[config.mk]
export PLATFORM = sky130hd
export DESIGN_NAME = claw_input_conditioner_flat
export DESIGN_NICKNAME = d
export VERILOG_FILES = /design/src/rtl/claw_input_conditioner_if.sv /design/src/rtl/claw_input_conditioner.sv /design/src/flat_wrapper.sv
export SDC_FILE = /design/constraint.sdc
export NUM_CORES = 1
export LEC_CHECK = 0
export CAP_MARGIN = 30
export CORE_MARGIN = 2
export CORE_UTILIZATION = 41
export DETAILED_ROUTE_END_ITERATION = 10
export PLACE_DENSITY = 0.62
export SLEW_MARGIN = 5
export SYNTH_ARGS = -nofsm -noshare
export SYNTH_HDL_FRONTEND = slang
export SYNTH_SLANG_ARGS = --single-unit
[constraint.sdc]
create_clock -name CLK100MHZ -period 3 [get_ports CLK100MHZ]
set_input_delay 0.6 -clock CLK100MHZ [delete_from_list [all_inputs] [get_ports CLK100MHZ]]
set_output_delay 0.6 -clock CLK100MHZ [all_outputs]
set_load 0.02 [all_outputs]
[src/rtl/claw_input_conditioner_if.sv]
`default_nettype none
// ============================================================================
// Module      : claw_input_conditioner_if
// Description : Cabinet buttons and claw feedback in; motion commands,
//               strobes and round status out.
// Revision    : 1.0 - initial release
// ============================================================================
interface claw_input_conditioner_if;
    logic       btn_fwd_raw;
    logic       btn_back_raw;
    logic       btn_drop_raw;
    logic       btn_start_raw;
    logic       claw_up;
    logic       forwards;
    logic       backwards;
    logic       claw_dropped_n;
    logic       start_game_n;
    logic [7:0] seconds_left;
    logic       game_active;

    // master is the conditioner itself; slave is the cabinet / motion side
    modport master (
        input  btn_fwd_raw, btn_back_raw, btn_drop_raw, btn_start_raw, claw_up,
        output forwards, backwards, claw_dropped_n, start_game_n,
               seconds_left, game_active
    );

    modport slave (
        output btn_fwd_raw, btn_back_raw, btn_drop_raw, btn_start_raw, claw_up,
        input  forwards, backwards, claw_dropped_n, start_game_n,
               seconds_left, game_active
    );
endinterface
`default_nettype wire

[src/rtl/claw_input_conditioner.sv]
`default_nettype none
// ============================================================================
// Module      : claw_input_conditioner
// Description : Button sync/debounce, round countdown and IDLE/PLAY/DROPPED
//               sequencing in front of the claw motion controller.
// Revision    : 1.0 - initial release
// ============================================================================
module claw_input_conditioner #(
    parameter int DEBOUNCE_CYCLES = 1_000_000,
    parameter int TICK_CYCLES     = 100_000_000,
    parameter int GAME_SECONDS    = 30
) (
    input  logic                     CLK100MHZ,
    input  logic                     reset,
    claw_input_conditioner_if.master bus
);

    localparam int c_DB_W   = (DEBOUNCE_CYCLES > 1) ? $clog2(DEBOUNCE_CYCLES) : 1;
    localparam int c_TICK_W = (TICK_CYCLES > 1) ? $clog2(TICK_CYCLES) : 1;

    localparam logic [c_DB_W-1:0]   c_DB_LAST   = c_DB_W'(DEBOUNCE_CYCLES - 1);
    localparam logic [c_TICK_W-1:0] c_TICK_LAST = c_TICK_W'(TICK_CYCLES - 1);
    localparam logic [7:0]          c_GAME_SECS = 8'(GAME_SECONDS);

    localparam logic [1:0] c_IDLE    = 2'd0;
    localparam logic [1:0] c_PLAY    = 2'd1;
    localparam logic [1:0] c_DROPPED = 2'd2;

    // bit order: 0 fwd, 1 back, 2 drop, 3 start
    logic [3:0] w_raw;
    logic [3:0] w_deb;

    assign w_raw = {bus.btn_start_raw, bus.btn_drop_raw, bus.btn_back_raw, bus.btn_fwd_raw};

    generate
        for (genvar g = 0; g < 4; g++) begin : g_btn
            logic              r_meta;
            logic              r_sync;
            logic              r_level;
            logic [c_DB_W-1:0] r_cnt;

            always_ff @(posedge CLK100MHZ) begin
                if (reset) begin
                    r_meta  <= 1'b0;
                    r_sync  <= 1'b0;
                    r_level <= 1'b0;
                    r_cnt   <= '0;
                end else begin
                    r_meta <= w_raw[g];
                    r_sync <= r_meta;
                    if (r_sync == r_level) begin
                        r_cnt <= '0;
                    end else if (r_cnt == c_DB_LAST) begin
                        r_level <= ~r_level;
                        r_cnt   <= '0;
                    end else begin
                        r_cnt <= r_cnt + 1'b1;
                    end
                end
            end

            assign w_deb[g] = r_level;
        end
    endgenerate

    logic [1:0]          r_state;
    logic [c_TICK_W-1:0] r_tick;
    logic [7:0]          r_secs;
    logic                r_prev_drop;
    logic                r_prev_start;
    logic                r_fwd;
    logic                r_back;
    logic                r_drop_n;
    logic                r_start_n;

    logic w_start_edge;
    logic w_drop_edge;
    logic w_wrap;
    logic w_drop_now;
    logic w_fwd_cmd;
    logic w_back_cmd;

    // edges run in every state so a button held across a transition is never seen as new
    assign w_start_edge = w_deb[3] & ~r_prev_start;
    assign w_drop_edge  = w_deb[2] & ~r_prev_drop;
    assign w_wrap       = (r_state == c_PLAY) && (r_tick == c_TICK_LAST);
    assign w_drop_now   = (r_state == c_PLAY) && (w_drop_edge || (w_wrap && r_secs == 8'd1));
    assign w_fwd_cmd    = w_deb[0] & ~w_deb[1];
    assign w_back_cmd   = w_deb[1] & ~w_deb[0];

    always_ff @(posedge CLK100MHZ) begin
        if (reset) begin
            r_state      <= c_IDLE;
            r_tick       <= '0;
            r_secs       <= 8'd0;
            r_prev_drop  <= 1'b0;
            r_prev_start <= 1'b0;
            r_fwd        <= 1'b0;
            r_back       <= 1'b0;
            r_drop_n     <= 1'b1;
            r_start_n    <= 1'b1;
        end else begin
            r_prev_drop  <= w_deb[2];
            r_prev_start <= w_deb[3];
            r_fwd        <= 1'b0;
            r_back       <= 1'b0;
            r_drop_n     <= 1'b1;
            r_start_n    <= 1'b1;
            case (r_state)
                c_IDLE: begin
                    if (w_start_edge) begin
                        r_start_n <= 1'b0;
                        r_secs    <= c_GAME_SECS;
                        r_tick    <= '0;
                        r_fwd     <= w_fwd_cmd;
                        r_back    <= w_back_cmd;
                        r_state   <= c_PLAY;
                    end
                end
                c_PLAY: begin
                    if (w_drop_now) begin
                        r_drop_n <= 1'b0;
                        r_secs   <= 8'd0;
                        r_state  <= c_DROPPED;
                    end else begin
                        r_fwd  <= w_fwd_cmd;
                        r_back <= w_back_cmd;
                        if (w_wrap) begin
                            r_tick <= '0;
                            if (r_secs != 8'd0) begin
                                r_secs <= r_secs - 8'd1;
                            end
                        end else begin
                            r_tick <= r_tick + 1'b1;
                        end
                    end
                end
                c_DROPPED: begin
                    if (bus.claw_up) begin
                        r_state <= c_IDLE;
                    end
                end
                default: r_state <= c_IDLE;
            endcase
        end
    end

    assign bus.forwards       = r_fwd;
    assign bus.backwards      = r_back;
    assign bus.claw_dropped_n = r_drop_n;
    assign bus.start_game_n   = r_start_n;
    assign bus.seconds_left   = r_secs;
    assign bus.game_active    = (r_state == c_PLAY);

endmodule
`default_nettype wire

[src/flat_wrapper.sv]
// flat-port wrapper written by rule: the top's interface ports become plain ports
module claw_input_conditioner_flat 
#(
    parameter int DEBOUNCE_CYCLES = 1_000_000,
    parameter int TICK_CYCLES     = 100_000_000,
    parameter int GAME_SECONDS    = 30
)
  (CLK100MHZ, reset, bus_btn_fwd_raw, bus_btn_back_raw, bus_btn_drop_raw, bus_btn_start_raw, bus_claw_up, bus_forwards, bus_backwards, bus_claw_dropped_n, bus_start_game_n, bus_seconds_left, bus_game_active);
  claw_input_conditioner_if bus_i ();
  input  logic CLK100MHZ;
  input  logic reset;
  input wire logic [$bits(bus_i.btn_fwd_raw)-1:0] bus_btn_fwd_raw;
  input wire logic [$bits(bus_i.btn_back_raw)-1:0] bus_btn_back_raw;
  input wire logic [$bits(bus_i.btn_drop_raw)-1:0] bus_btn_drop_raw;
  input wire logic [$bits(bus_i.btn_start_raw)-1:0] bus_btn_start_raw;
  input wire logic [$bits(bus_i.claw_up)-1:0] bus_claw_up;
  output wire logic [$bits(bus_i.forwards)-1:0] bus_forwards;
  output wire logic [$bits(bus_i.backwards)-1:0] bus_backwards;
  output wire logic [$bits(bus_i.claw_dropped_n)-1:0] bus_claw_dropped_n;
  output wire logic [$bits(bus_i.start_game_n)-1:0] bus_start_game_n;
  output wire logic [$bits(bus_i.seconds_left)-1:0] bus_seconds_left;
  output wire logic [$bits(bus_i.game_active)-1:0] bus_game_active;
  assign bus_i.btn_fwd_raw = bus_btn_fwd_raw;
  assign bus_i.btn_back_raw = bus_btn_back_raw;
  assign bus_i.btn_drop_raw = bus_btn_drop_raw;
  assign bus_i.btn_start_raw = bus_btn_start_raw;
  assign bus_i.claw_up = bus_claw_up;
  assign bus_forwards = bus_i.forwards;
  assign bus_backwards = bus_i.backwards;
  assign bus_claw_dropped_n = bus_i.claw_dropped_n;
  assign bus_start_game_n = bus_i.start_game_n;
  assign bus_seconds_left = bus_i.seconds_left;
  assign bus_game_active = bus_i.game_active;
  claw_input_conditioner #(.DEBOUNCE_CYCLES(DEBOUNCE_CYCLES), .TICK_CYCLES(TICK_CYCLES), .GAME_SECONDS(GAME_SECONDS)) u_core (.CLK100MHZ(CLK100MHZ), .reset(reset), .bus(bus_i));
endmodule
==> impl_metrics.env <==
export IMPL_gp_congestion=0.8287
export IMPL_synth_cell_types=61
export IMPL_synth_top_area_share_pct=43.54
export IMPL_area_growth_pct=15.78
export IMPL_most_common_layout_cells="135 x dfxtp_1, 115 x nor2_1, 56 x nand2_1"
export IMPL_r2r_end="u_core.bus.seconds_left[3]$_SDFFE_PP0P_"
export IMPL_p_sw_mw=0.8000
export IMPL_diodes=0
export IMPL_fmax_mhz=357.6
export IMPL_arrival_ns=2.20
export IMPL_post_cts_resized=0
export IMPL_ys_ff_latch=135
export IMPL_antenna_found_initial=0
export IMPL_floorplan_die_width_um=127.0
export IMPL_synth_edf_count=0
export IMPL_vias=5050
export IMPL_hold_violations=0
export IMPL_worst_setup_path_type="flop to output port"
export IMPL_r2r_slack_ns=0.52
export IMPL_p_sw_share_pct=19.13
export IMPL_hold_path_class="flop to flop"
export IMPL_vias_per_cell=5.454
export IMPL_grt_usage_pct=16.57
export IMPL_finalNonFillerCells=926
export IMPL_status="finished clean"
export IMPL_cp_start_kind="flop"
export IMPL_total_power_mw=4.183
export IMPL_p_clk_share_pct=55.8
export IMPL_cts_setup_buffers=0
export IMPL_rsz0062_at_grt="no"
export IMPL_clock_root_buffer="clkbuf_16"
export IMPL_drt_iter0_drc=308
export IMPL_drv_cap=0
export IMPL_initial_core_util_pct=42.39
export IMPL_fin_util_pct=49.08
export IMPL_die_h_um=127.0
export IMPL_nets=744
export IMPL_yosysSeqAreaShare_pct=43.54
export IMPL_timing_rr_start="u_core.r_state[1]$_SDFFE_PP0P_"
export IMPL_critPathCaptureType="output port"
export IMPL_cts_max_path_buffers=2
export IMPL_dp_hpwl_mm=8.729
export IMPL_syn_inst=711
export IMPL_cp_required_ns=2.40
export IMPL_yosysTopAreaCell="dfxtp_1"
export IMPL_postSynthAreaPerCell_um2=8.730
export IMPL_cts_tree="built"
export IMPL_slew_headroom_pct=34.35
export IMPL_period_minus_slack_ns=2.796
export IMPL_drive_gt1_share_pct=9.030
export IMPL_synth_main_ff_cell="dfxtp_1"
export IMPL_yosysWarnings=0
export IMPL_coreArea_um2=14640
export IMPL_grt_pass1_wl_mm=21.94
export IMPL_setup_tns_final_ns=0
export IMPL_drcViolationCount=0
export IMPL_cp_max_fo=11
export IMPL_p_comb_share_pct=1.0
export IMPL_numPortBuffers=19
export IMPL_finalSetupViolations=0
export IMPL_netlist_top_cells_area="dfxtp_1 44%, nor2_1 7.0%, xor2_1 6.3%"
export IMPL_fin_skew_ns=0.006374
export IMPL_hold_worst_slack_ns=0.4364
export IMPL_finalWirelength_mm=12.84
export IMPL_top_level_ports=20
export IMPL_cts_sinks=135
export IMPL_tightest_slew_ns=0.9848
export IMPL_dp_cells=894
export IMPL_htree_levels=4
export IMPL_grt_overflow_total=0
export IMPL_crit_path_start="u_core.r_state[1]$_SDFFE_PP0P_"
export IMPL_cts_hold_buf=0
export IMPL_leakage_nw=2.373
export IMPL_async_flop_share_pct=0
export IMPL_drt_first_pass_iters=4
export IMPL_power_density_nw_per_um2=582.0
export IMPL_final_common_cell="dfxtp_1"
export IMPL_wl_per_cell_um=13.87
export IMPL_clk_latency_ns=0.41
export IMPL_p_int_mw=3.383
export IMPL_ir_worst_vdd_v=0.0004082
export IMPL_cts_buffers=17
export IMPL_ff2ff_path_depth=6
export IMPL_p_seq_share_pct=43.1
export IMPL_dieArea_um2=16140
export IMPL_syn_num_nets=726
export IMPL_crit_end="bus_game_active"
export IMPL_period_share_pct=93.20
export IMPL_grt_pass1_vias=4769
export IMPL_num_rows=44
export IMPL_num_fill_cells=1341
export IMPL_detail_route_antenna_nets=0
export IMPL_grt_start_max_net_pins=23
export IMPL_clkTransAtPathRegs_ns=0.06
export IMPL_slew_violations=0
export IMPL_syn_area_um2=6207
## power by group through the flow
| stage | clock network, mW | logic (mW) | registers, mW |
|---|---|---|---|
| 3_5_place_dp | 0 | 0.0452 | 1.84 |
| 5_1_grt | 2.47 | 0.0489 | 1.80 |
| 4_1_cts | 2.38 | 0.0453 | 1.80 |
| 3_3_place_gp | 0 | 0.0439 | 1.84 |
| 6_report | 2.34 | 0.0439 | 1.80 |
| 2_1_floorplan | 0 | 0.0318 | 1.84 |
## layout make-up
class	instances	area [um2]	area share (%)
Timing Repair Buffer	26	237.7	3.308
Tap cell	184	230.2	3.203
Multi-Input combinational cell	534	3284	45.70
Clock inverter	10	191.4	2.664
Clock buffer	22	484.2	6.737
Inverter	15	56.30	0.7834
Sequential cell	135	2703	37.60
## sequential cells by signal (all words and copies together), names as in the netlist, 2 cells and up
name and flops:
u_core.r_tick 27, u_core.r_state 2, u_core.g_btn.r_cnt 80, u_core.g_btn.r_meta 4, u_core.g_btn.r_level 4, u_core.bus.seconds_left 8
u_core.g_btn.r_sync 4
## worst min-delay path by stage
stage | start | end | slack [ns] | cells past startpoint
after detailed placement | u_core.g_btn[1].r_meta$_SDFF_PP0_ | u_core.g_btn[1].r_sync$_SDFF_PP0_ | 0.43 | 1
after global routing | u_core.g_btn[0].r_meta$_SDFF_PP0_ | u_core.g_btn[0].r_sync$_SDFF_PP0_ | 0.45 | 1
after CTS | u_core.g_btn[1].r_meta$_SDFF_PP0_ | u_core.g_btn[1].r_sync$_SDFF_PP0_ | 0.44 | 1
after global placement | u_core.g_btn[2].r_meta$_SDFF_PP0_ | u_core.g_btn[2].r_sync$_SDFF_PP0_ | 0.43 | 1
after floorplan | u_core.g_btn[0].r_meta$_SDFF_PP0_ | u_core.g_btn[0].r_sync$_SDFF_PP0_ | 0.41 | 1
final | u_core.g_btn[1].r_meta$_SDFF_PP0_ | u_core.g_btn[1].r_sync$_SDFF_PP0_ | 0.44 | 1
## per-layer routing
layer,track usage (%),part of all wire (%),up-vias
li1,-,-,2539
met2,28.08,49,59
met5,0,0,-
met1,20.30,47,2437
met3,4.648,3.3,15
met4,5.688,1.1,0
## worst max-delay path, stage by stage, from the launching register on
cell             delay, ns
dfxtp_1               0.33
nand2b_1              0.35
inv_1                 0.41
clkdlybuf4s50_1       0.69
## per-stage QoR
step	cell area, um2	setup slack (ns)
after floorplan	6207	0.9100
after global placement	6511	0.6354
after CTS	7187	0.2096
final	7187	0.2039
after detailed placement	6511	0.5951
after global routing	7187	0.1001
## kinds of logic (layout without fill, tap and decap cells)
kind of cell | Yosys count | count (layout) | synth area share [%]
AO/OA/AOI/OAI | 89 | 89 | 9.817
buffers and inverters | 42 | 73 | 3.548
flip-flops | 135 | 135 | 43.54
XOR/XNOR | 74 | 74 | 10.44
adder cells (fa/ha/maj) | 8 | 8 | 1.613
multiplexers | 5 | 5 | 0.8063
AND/OR/NAND/NOR | 358 | 358 | 30.24
## synth_stat cells (10+ instances only)
master / count
dfxtp_1: 135
nor2_1: 115
nand2_1: 56
nand3_1: 47
xor2_1: 45
a21oi_1: 34
xnor2_1: 29
nand4_1: 25
nor3_1: 22
and3_1: 21
clkbuf_1: 17
o21ai_0: 16
inv_1: 15
nor2b_1: 10
or3_1: 10
(Power assumes the default switching activity.)
